`src/rtl/fetch_line_unit.sv`:
```
// ---------------------------------------------------------------------------
// fetch_line_unit
//
// Instruction-fetch stage feeding decode. Fetches one cache-line-sized block
// (LINE_BEATS beats of 64 bits) over the system bus, buffers it, and then
// presents one 32-bit instruction per cycle together with its PC. Pipeline
// stalls freeze the presented instruction. Taken branches redirect the fetch
// PC and force a refetch; a line that is still arriving is drained first.
//
// Ports
//   clk           : clock, all state changes on posedge
//   reset_n       : asynchronous active-low reset
//   inStall       : decode cannot accept, hold outPc/outIns/outValid
//   inRedirect    : taken branch/jump, refetch from inRedirectPc
//   inRedirectPc  : redirect target (bits [1:0] ignored)
//   bus_req       : line request valid (registered)
//   bus_reqaddr   : line-aligned request address (registered)
//   bus_reqack    : bus accepted the request
//   bus_respcyc   : response beat valid
//   bus_resp      : response beat data
//   bus_respack   : response beat consumed (combinational)
//   outPc         : PC of outIns
//   outIns        : instruction to decode
//   outValid      : outPc/outIns valid
//   dbgState      : current FSM state (REQ=0 WAIT_ACK=1 RECV=2 SUPPLY=3 DRAIN=4)
//
// Handshakes
//   Request : bus_req rises with bus_reqaddr and both stay stable until a
//             cycle in which bus_req and bus_reqack are both high; that cycle
//             transfers the request and bus_req drops on the next edge.
//   Response: a beat transfers in every cycle in which bus_respcyc and
//             bus_respack are both high. bus_respack is only raised while a
//             line is outstanding (RECV or DRAIN with beats still owed), so
//             beats offered at any other time are left unconsumed.
// ---------------------------------------------------------------------------
module fetch_line_unit #(
  parameter int                        BUS_DATA_WIDTH = 64,
  parameter int                        LINE_BEATS     = 8,
  parameter logic [BUS_DATA_WIDTH-1:0] ENTRY_PC       = '0
) (
  input  logic                      clk,
  input  logic                      reset_n,
  input  logic                      inStall,
  input  logic                      inRedirect,
  input  logic [BUS_DATA_WIDTH-1:0] inRedirectPc,
  output logic                      bus_req,
  output logic [BUS_DATA_WIDTH-1:0] bus_reqaddr,
  input  logic                      bus_reqack,
  input  logic                      bus_respcyc,
  input  logic [BUS_DATA_WIDTH-1:0] bus_resp,
  output logic                      bus_respack,
  output logic [BUS_DATA_WIDTH-1:0] outPc,
  output logic [31:0]               outIns,
  output logic                      outValid,
  output logic [2:0]                dbgState
);

  localparam int LINE_BYTES = LINE_BEATS * 8;
  localparam int OFF_BITS   = $clog2(LINE_BYTES);   // byte offset within a line
  localparam int WIDX_BITS  = OFF_BITS - 2;          // instruction index within a line
  localparam int BEAT_BITS  = $clog2(LINE_BEATS);
  localparam int CNT_BITS   = BEAT_BITS + 1;         // must be able to hold LINE_BEATS

  localparam logic [CNT_BITS-1:0]  LAST_BEAT = CNT_BITS'(LINE_BEATS - 1);
  localparam logic [CNT_BITS-1:0]  ALL_BEATS = CNT_BITS'(LINE_BEATS);
  localparam logic [WIDX_BITS-1:0] LAST_WORD = '1;

  typedef enum logic [2:0] {
    S_REQ      = 3'd0,
    S_WAIT_ACK = 3'd1,
    S_RECV     = 3'd2,
    S_SUPPLY   = 3'd3,
    S_DRAIN    = 3'd4
  } state_t;

  state_t                      state;
  state_t                      stateNext;
  logic [BUS_DATA_WIDTH-1:0]   fetchPc;
  logic [CNT_BITS-1:0]         beatCnt;
  // A redirect seen while waiting for the request ack: the line still has to
  // be accepted and then thrown away.
  logic                        drainPend;
  logic [BUS_DATA_WIDTH-1:0]   lineBuf [LINE_BEATS];

  logic                        beatTake;
  logic                        issue;
  logic [WIDX_BITS-1:0]        wordIdx;
  logic [BUS_DATA_WIDTH-1:0]   selBeat;
  logic [31:0]                 selIns;
  logic [BUS_DATA_WIDTH-1:0]   lineAddr;
  logic [BUS_DATA_WIDTH-1:0]   redirPc;
  logic                        unusedPcBits;

  assign wordIdx  = fetchPc[OFF_BITS-1:2];
  assign lineAddr = {fetchPc[BUS_DATA_WIDTH-1:OFF_BITS], {OFF_BITS{1'b0}}};
  assign redirPc  = {inRedirectPc[BUS_DATA_WIDTH-1:2], 2'b00};
  assign unusedPcBits = ^inRedirectPc[1:0];

  // Each beat holds two instructions: low half is the lower address.
  assign selBeat = lineBuf[wordIdx[WIDX_BITS-1:1]];
  assign selIns  = wordIdx[0] ? selBeat[63:32] : selBeat[31:0];

  assign dbgState    = state;
  assign bus_respack = beatTake;

  // -------------------------------------------------------------------------
  // Next-state and per-cycle control
  // -------------------------------------------------------------------------
  always_comb begin
    stateNext = state;
    beatTake  = 1'b0;
    issue     = 1'b0;
    case (state)
      S_REQ: begin
        // A redirect here only retargets fetchPc; the request goes out once
        // the redirect has settled.
        if (!inRedirect) stateNext = S_WAIT_ACK;
      end
      S_WAIT_ACK: begin
        if (bus_reqack) begin
          stateNext = (drainPend || inRedirect) ? S_DRAIN : S_RECV;
        end
      end
      S_RECV: begin
        beatTake = bus_respcyc;
        if (inRedirect) begin
          stateNext = S_DRAIN;
        end else if (bus_respcyc && (beatCnt == LAST_BEAT)) begin
          stateNext = S_SUPPLY;
        end
      end
      S_SUPPLY: begin
        if (inRedirect) begin
          stateNext = S_REQ;
        end else if (!inStall) begin
          issue = 1'b1;
          if (wordIdx == LAST_WORD) stateNext = S_REQ;
        end
      end
      S_DRAIN: begin
        // Beat counter already at ALL_BEATS means the redirect coincided with
        // the final beat: nothing is owed, move straight on.
        beatTake = bus_respcyc && (beatCnt != ALL_BEATS);
        if ((beatCnt == ALL_BEATS) || (bus_respcyc && (beatCnt == LAST_BEAT))) begin
          stateNext = S_REQ;
        end
      end
      default: stateNext = S_REQ;
    endcase
  end

  // -------------------------------------------------------------------------
  // State, bus request and output registers
  // -------------------------------------------------------------------------
  always_ff @(posedge clk or negedge reset_n) begin
    if (!reset_n) begin
      state       <= S_REQ;
      fetchPc     <= ENTRY_PC;
      beatCnt     <= '0;
      drainPend   <= 1'b0;
      bus_req     <= 1'b0;
      bus_reqaddr <= '0;
      outValid    <= 1'b0;
      outIns      <= '0;
      outPc       <= '0;
    end else begin
      state <= stateNext;

      if ((state == S_REQ) && (stateNext == S_WAIT_ACK)) begin
        bus_req     <= 1'b1;
        bus_reqaddr <= lineAddr;
        beatCnt     <= '0;
        drainPend   <= 1'b0;
      end else if ((state == S_WAIT_ACK) && bus_reqack) begin
        bus_req <= 1'b0;
      end

      if ((state == S_WAIT_ACK) && inRedirect) drainPend <= 1'b1;

      if (beatTake) beatCnt <= beatCnt + 1'b1;

      // Redirect beats stall; stall freezes everything on the decode side.
      if (inRedirect) begin
        fetchPc  <= redirPc;
        outValid <= 1'b0;
      end else if (issue) begin
        outIns   <= selIns;
        outPc    <= fetchPc;
        outValid <= 1'b1;
        fetchPc  <= fetchPc + BUS_DATA_WIDTH'(4);
      end else if (!inStall) begin
        outValid <= 1'b0;
      end
    end
  end

  // Line buffer: data storage only, contents are meaningless until a full
  // line has been received, so it carries no reset. Drained beats are not
  // written.
  always_ff @(posedge clk) begin
    if ((state == S_RECV) && bus_respcyc) begin
      lineBuf[beatCnt[BEAT_BITS-1:0]] <= bus_resp;
    end
  end

endmodule

```
`config.mk`:
```
export PLATFORM = sky130hd
export DESIGN_NAME = fetch_line_unit
export DESIGN_NICKNAME = d
export VERILOG_FILES = /design/src/rtl/fetch_line_unit.sv
export SDC_FILE = /design/constraint.sdc
export NUM_CORES = 1
export LEC_CHECK = 0
export ABC_AREA = 1
export CORE_MARGIN = 2
export CORE_UTILIZATION = 50
export CTS_BUF_LIST = sky130_fd_sc_hd__clkbuf_8
export CTS_CLUSTER_DIAMETER = 50
export DETAILED_ROUTE_END_ITERATION = 10
export PLACE_DENSITY = 0.78
export SLEW_MARGIN = 15
export SYNTH_ARGS = -nofsm -noshare
export SYNTH_HDL_FRONTEND = slang
export SYNTH_SLANG_ARGS = --single-unit
```
`constraint.sdc`:
```
create_clock -name clk -period 18.4 [get_ports clk]
set_clock_uncertainty 0.1 [all_clocks]
set_input_delay 3.68 -clock clk [delete_from_list [all_inputs] [get_ports clk]]
set_output_delay 3.68 -clock clk [all_outputs]
set_load 0.02 [all_outputs]
```
==> results of run 1 <==
-- critical path, cell delays in order --
cell             delay (ns)
clkdlybuf4s50_1        0.53
nand2_1                0.21
nand2_1                0.21
clkdlybuf4s50_1        0.65
-- registers in the layout (all words and copies together) (netlist names) --
register and count:
beatCnt 4, bus_req 1, bus_reqaddr 58, dbgState 3
drainPend 1, fetchPc 62, lineBuf 512, outIns 32
outPc 62, outValid 1
-- area by class of cell --
| type | instances | area share (%) |
|---|---|---|
| clock buffer | 136 | 5.141 |
| inverter | 104 | 1.103 |
| sequential | 736 | 57.65 |
| antenna | 5 | 0.03437 |
| multi-input combinational | 1806 | 23.04 |
| timing repair buffer | 319 | 8.564 |
| clock inverter | 81 | 1.784 |
| tap | 782 | 2.688 |
-- logic make-up after synthesis --
logic type	share of synthesized area, %
buffers and inverters	3.648
other	0.01234
AO/OA/AOI/OAI	10.49
AND/OR/NAND/NOR	16.08
flip-flops	69.03
XOR/XNOR	0.6052
adder cells (fa/ha/maj)	0.1235
-- worst max path at each step --
stage | from | end | slack, ns | depth (start not counted)
after floorplan | bus_respcyc | lineBuf[3][0]$_DFFE_PP_ | 7.81 | 2
after detailed placement | bus_respcyc | bus_respack | 9.33 | 4
final | bus_respcyc | bus_respack | 9.34 | 4
after CTS | bus_respcyc | bus_respack | 9.33 | 4
after global placement | bus_respcyc | bus_respack | 9.38 | 4
after global routing | bus_respcyc | bus_respack | 9.28 | 4
-- where the power goes --
group / switching (uW) / internal, uW
clock network: 657 / 808
registers: 120 / 1940
logic: 573 / 394
-- placed cells by master (no fill, tap or decap), types with 9 or more instances in the layout --
| cell | count |
|---|---|
| a21oi_1 | 71 |
| buf_4 | 30 |
| bufinv_16 | 9 |
| clkbuf_8 | 136 |
| clkdlybuf4s50_1 | 287 |
| clkinv_1 | 15 |
| clkinv_2 | 12 |
| dfrtp_1 | 221 |
| edfxtp_1 | 512 |
| inv_1 | 137 |
| nand2_1 | 769 |
| nand3_1 | 94 |
| nand3b_1 | 9 |
| nand4_1 | 18 |
| nor2_1 | 276 |
| nor2_2 | 19 |
| o21ai_0 | 288 |
| o21ai_1 | 57 |
| o221ai_1 | 65 |
| o22ai_1 | 63 |
| xor2_1 | 21 |
-- per-stage QoR --
| step | util (%) | cell area, um^2 | power, uW | setup WS, ns | cells |
|---|---|---|---|---|---|
| final | 60.43 | 36410 | 4495 | 9.344 | 3969 |
| after global routing | 60.43 | 36400 | 4685 | 9.282 | 3968 |
| after CTS | 60.41 | 36390 | 4515 | 9.334 | 3964 |
| after detailed placement | 56.22 | 33870 | 3056 | 9.335 | 3747 |
| after global placement | 56.22 | 33870 | 3023 | 9.375 | 3747 |
| after floorplan | - | 30420 | 2569 | 7.809 | 2801 |
-- layer usage --
metal  share of wire, %  track usage, %  wire length (um)  up-vias
li1                   -               -                 -    10309
met1                 38           34.86             32600    11030
met2                 49           45.43             42180     1238
met3                9.0           5.373              7733      230
met4                4.3           13.19              3685       12
met5              0.095               0                82        -
==> summary.txt, run 1 <==
Status
  – Run status: finished clean

Layout
  – Proportion of layout cells with a drive suffix above 1: 7.668%
  – Sequential Area: 20990 um^2
  – Count of nets after finishing: 3219
  – Area Growth Syn to Fin: 19.79%
  – Number of inserted filler cells in the final layout: roughly 4700
  – Multi-input logic area: 8388 um^2

Worst setup path
  – Worst EP required: 14.62 ns
  – Worst setup path category: input pin to primary output
  – R2r startpoint: dbgState[1]$_DFF_PN0_
  – Worst Path Arrival: 5.28 ns
  – Peak fanout along the critical path: 5
  – Worst R2R Path Depth: 7
  – Nature of the critical path startpoint: input pin
  – Internal reg-to-reg setup slack: 14.86 ns
  – Capturing element type of the critical path: primary output
  – Destination of the worst register-to-register timing path: lineBuf[2][54]$_DFFE_PP_

STA
  – Final count of pins violating max slew: 0
  – Worst relative slew slack: around 23%
  – Time the worst path needs with I/O delays and setup: ~9.1 ns
  – Final setup TNS: 0 ns
  – Final cycle utilization of the critical path: 49.22%
  – Transition time at the pin with the least slew margin: 1.161 ns
  – Unrepaired setup endpoints after global routing: false
  – Fmax: 0.1104 GHz
  – Final-report setup violation count: 0
  – Hold WS: 0.3761 ns
  – Final-report hold violation count: 0

Synth
  – Number of enable-type register cells in the synthesized netlist: between 500 and 600
  – Sequential element share of the synthesized area: 69.03%
  – Number of synthesis warnings: 0
  – Synth area leader: edfxtp_1
  – Proportion of netlist area held by the largest area contributor: 50.59%
  – Post-synth ARST share: between 30 and 40%
  – Most common flop cell mapped by yosys: edfxtp_1
  – Cells taking the most area after synthesis: edfxtp_1 51%, dfrtp_1 18%, nand2_1 9.5%
  – Distinct cell type count after synthesis: 41
  – Synthesized area per cell: 10.88 um^2
  – Area of the mapped netlist: 30390 um^2
  – #FFs+latches synth: 736
  – Commonest cells in the synthesized netlist: 770 x nand2_1, 512 x edfxtp_1, 288 x o21ai_0
  – Leading cell type by number of instances after synthesis: nand2_1
  – Gate Count Post-Synth: 2794

Clock tree
  – Buffer depth of the longest clock path: 3
  – Clock tree from TritonCTS: yes
  – CTS Hold Buffers Added: 0
  – Clock transition time at the flip-flop clock pins of the worst setup and hold paths: 0.05 ns
  – CTS buffer count: 115
  – Clock root buffer: clkbuf_8
  – Number of sinks handled by clock tree synthesis: between 700 and 800
  – Total setup buffers inserted after CTS: 0
  – Clock Latency Late Sink: approximately 0.77 ns
  – Number of H-tree levels: 3
  – Total of cells resized after clock tree synthesis: 0

Worst hold path
  – Worst hold path depth: 2
  – Class of the tightest hold or removal check: register to register
  – Endpoint of the worst hold path: outPc[23]$_DFFE_PN0P_
  – Hold path startpoint: outPc[23]$_DFFE_PN0P_

Pwr
  – Worst IR drop on VDD: 0.08628 mV
  – Leakage dissipation: roughly 0.014 uW
  – PD cells: roughly 120 nW/um^2

Drt
  – DRC violation total after the first TritonRoute iteration: 2265
  – Total number of vias: 22819
  – Number of detailed-route iterations in the first pass: 6
  – Routed WL per cell: 21.74 um
  – DR vias/cell: between 5 and 6
  – Antenna viol nets, final: 0
  – WL final: 86280 um
  – Count of unresolved DRC violations after routing: 0

GRT
  – Total grt overflow: 0
  – Via count of the first global-routing pass: 22806
  – Number of antenna violations at the first check in global routing: 10
  – Maximum number of pins on one net before global-route repair: 103
  – Global routing usage summed across all routing layers: 27.43%
  – First-pass GRT wire length: 131900 um

Floorplan
  – Horizontal die dimension: 250.5 um
  – Core area: 60250 um^2
  – IO Pins: 300
  – Starting Density: 50.45%
  – Y dimension of the die: 250.5 um
  – Number of cell rows: 90
  – Total Die Area: 62770 um^2

Placement
  – Number of port buffers: 289
  – GPL Wtd Cong: 0.9452
  – Half-perimeter wire length after detailed placement: 52270 um

Job
  – Number of max-cap violations: 0
Note: power is estimated with default switching activity, not from simulation.
==> run 2, diff against run 1 <==
--- a/config.mk
+++ b/config.mk
@@ -11,7 +11,7 @@
 export CTS_BUF_LIST = sky130_fd_sc_hd__clkbuf_8
 export CTS_CLUSTER_DIAMETER = 50
 export DETAILED_ROUTE_END_ITERATION = 10
-export PLACE_DENSITY = 0.78
+export PLACE_DENSITY = 0.81
 export SLEW_MARGIN = 15
 export SYNTH_ARGS = -nofsm -noshare
 export SYNTH_HDL_FRONTEND = slang
==> constraint.sdc (replaced) <==
create_clock -name clk -period 7.4 [get_ports clk]
set_clock_uncertainty 0.1 [all_clocks]
set_input_delay 1.48 -clock clk [delete_from_list [all_inputs] [get_ports clk]]
set_output_delay 1.48 -clock clk [all_outputs]
set_load 0.02 [all_outputs]
==> summary.txt, run 2 (same netlist as run 1, synthesis figures left out) <==
Clock tree
  – Buffer depth of the longest clock path: 3 (unchanged)
  – Number of H-tree levels: 3 (unchanged)
  – Total of cells resized after clock tree synthesis: 0 (unchanged)
  – Total setup buffers inserted after CTS: 0 (unchanged)
  – Clock transition time at the flip-flop clock pins of the worst setup and hold paths: 0.06 ns (about the same)
  – CTS Hold Buffers Added: 0 (unchanged)
  – CTS buffer count: 116 (+0.87%)
  – Clock Latency Late Sink: 0.75 ns (-0.02 ns)
  – Clock tree from TritonCTS: yes
  – Clock root buffer: clkbuf_8
  – Number of sinks handled by clock tree synthesis: 736 (unchanged)

Floorplan
  – Number of cell rows: 90 (unchanged)
  – Starting Density: 50.45% (unchanged)
  – Core area: 60250 um^2 (unchanged)
  – Y dimension of the die: 250.5 um (unchanged)
  – Total Die Area: 62770 um^2 (unchanged)
  – Horizontal die dimension: 250.5 um (unchanged)
  – IO Pins: 300 (unchanged)

Worst setup path
  – Peak fanout along the critical path: 5 (unchanged)
  – Worst R2R Path Depth: 8 (+1)
  – Cell breakdown of the critical path: clkdlybuf4s50_1 -> nand2_1 -> nand2_1 -> clkdlybuf4s50_1
  – Critical path capture point: bus_respack
  – Destination of the worst register-to-register timing path: outIns[16]$_DFFE_PN0P_
  – R2r startpoint: fetchPc[3]$_DFFE_PN0N_
  – Internal reg-to-reg setup slack: 3.84 ns (-11.02 ns)
  – Nature of the critical path startpoint: input pin
  – Worst Path Arrival: 3.12 ns (-2.16 ns)
  – First element of the critical path: bus_respcyc
  – Worst setup path category: input pin to primary output
  – Capturing element type of the critical path: primary output
  – Slowest CP cell: clkdlybuf4s50_1
  – Max stage delay on crit path: 0.65 ns (about the same)
  – Worst EP required: 5.82 ns (-8.80 ns)

Worst hold path
  – Hold path startpoint: outPc[26]$_DFFE_PN0P_
  – Class of the tightest hold or removal check: register to register

STA
  – Final setup TNS: 0 ns (unchanged)
  – Time the worst path needs with I/O delays and setup: 4.701 ns
  – Unrepaired setup endpoints after global routing: false
  – Final cycle utilization of the critical path: between 60 and 70%
  – Worst relative slew slack: 26.78% (+4.2 points)
  – Final count of pins violating max slew: 0 (unchanged)
  – Hold WS: 0.3803 ns (+0.004164 ns)
  – Fmax: 0.2127 GHz
  – Final-report hold violation count: 0 (unchanged)
  – Final-report setup violation count: 0 (unchanged)
  – Transition time at the pin with the least slew margin: 1.096 ns (-0.06522 ns)

Pwr
  – Worst IR drop on VDD: 0.2557 mV (+200%)
  – Leakage dissipation: 0.01363 uW (-0.35%)
  – Net switching power of the design: 3372 uW (+150%)
  – Switching power share of the total: 30.65% (+0.62 points)
  – Reg power frac: 46.8% (+0.9 points)
  – PD cells: 303.1 nW/um^2 (+150%)
  – Part of the power in the clock network: 31.5% (-1.1 points)
  – Comb pwr share: 21.7% (+0.2 points)
  – Int Pwr: 7629 uW (+140%)

Layout
  – Count of nets after finishing: 3220 (+0.031%)
  – Top library cells by usage in the layout, fill and taps aside: 769 x nand2_1, 512 x edfxtp_1, 288 x o21ai_0
  – Max reg flops: 512 (unchanged)
  – Number of inserted filler cells in the final layout: 4682 (+0.043%)
  – Most common cell after layout, fill and taps aside: nand2_1
  – Area Growth Syn to Fin: 19.42%
  – Proportion of layout cells with a drive suffix above 1: 7.760% (+0.092 points)

GRT
  – Total grt overflow: 0 (unchanged)
  – Maximum number of pins on one net before global-route repair: 111 (+7.8%)
  – First-pass GRT wire length: 127500 um (-3.3%)
  – Global routing usage summed across all routing layers: 26.62% (-0.81 points)
  – Number of antenna violations at the first check in global routing: 13 (+3)
  – Via count of the first global-routing pass: 21971 (-3.7%)

Drt
  – DR vias/cell: 5.689 (-1.1%)
  – Antenna viol nets, final: 0 (unchanged)
  – Count of unresolved DRC violations after routing: 0 (unchanged)
  – Routed WL per cell: 21.23 um (-2.3%)
  – Total number of vias: 22595 (-0.98%)
  – Number of detailed-route iterations in the first pass: 6 (unchanged)
  – WL final: 84340 um (-2.2%)
  – DRC violation total after the first TritonRoute iteration: 2230 (-1.5%)

Job
  – Number of max-cap violations: 0 (unchanged)

Placement
  – Half-perimeter wire length after detailed placement: 50700 um (-3.0%)
  – GPL Wtd Cong: 0.9733 (+3.0%)
  – Number of port buffers: 289 (unchanged)

Status
  – Run status: finished clean
run 2: layout make-up:
cell class              instances  area, um^2  area share [%]
repair buffers                319        3118           8.591
clock buffers                 138        1899           5.233
clock inverters                80       496.7           1.369
multi-input cells            1806        8397           23.13
well taps                     782       978.4           2.696
inverters                     104       401.6           1.107
flip-flops and latches        736       20990           57.82
diodes                          7       17.52         0.04826
run 2: worst min-delay path by stage:
stage                                  endpoint  slack, ns  depth (start not counted)
floorplan                 dbgState[2]$_DFF_PN0_       0.41                          2
global placement          outPc[21]$_DFFE_PN0P_       0.36                          2
detailed placement        outPc[26]$_DFFE_PN0P_       0.36                          2
CTS                       outPc[26]$_DFFE_PN0P_       0.38                          2
global route        bus_reqaddr[26]$_DFFE_PN0P_       0.41                          2
finish                    outPc[26]$_DFFE_PN0P_       0.38                          2
run 2: critical path: cells and delay by family:
family,cells,cell delay [ns]
and+or+nand+nor,2,0.47
buffers and inverters,2,1.17
run 2: per-stage QoR:
step	instances	total power, uW	utilization (%)	area, um^2	worst slack, ns
final	3972	11000	60.25	36290	2.699
after global routing	3970	11450	60.24	36290	2.600
after CTS	3965	11040	60.22	36280	2.673
after detailed placement	3747	7593	56.24	33880	2.664
after global placement	3747	7542	56.24	33880	2.698
after floorplan	2801	6389	-	30420	0.7720
run 2: metal layers:
metal / wire length (um) / global-route usage (%)
met1: 32060 / 33.33
met2: 40930 / 44.08
met3: 7955 / 6.495
met4: 3333 / 11.94
met5: 66 / 0
run 2: power groups by stage:
stage	combinational, uW	clock [uW]	sequential [uW]
floorplan	836	0	5550
global placement	2340	0	5200
detailed placement	2390	0	5200
CTS	2400	3500	5140
global route	2590	3670	5190
finish	2390	3470	5150
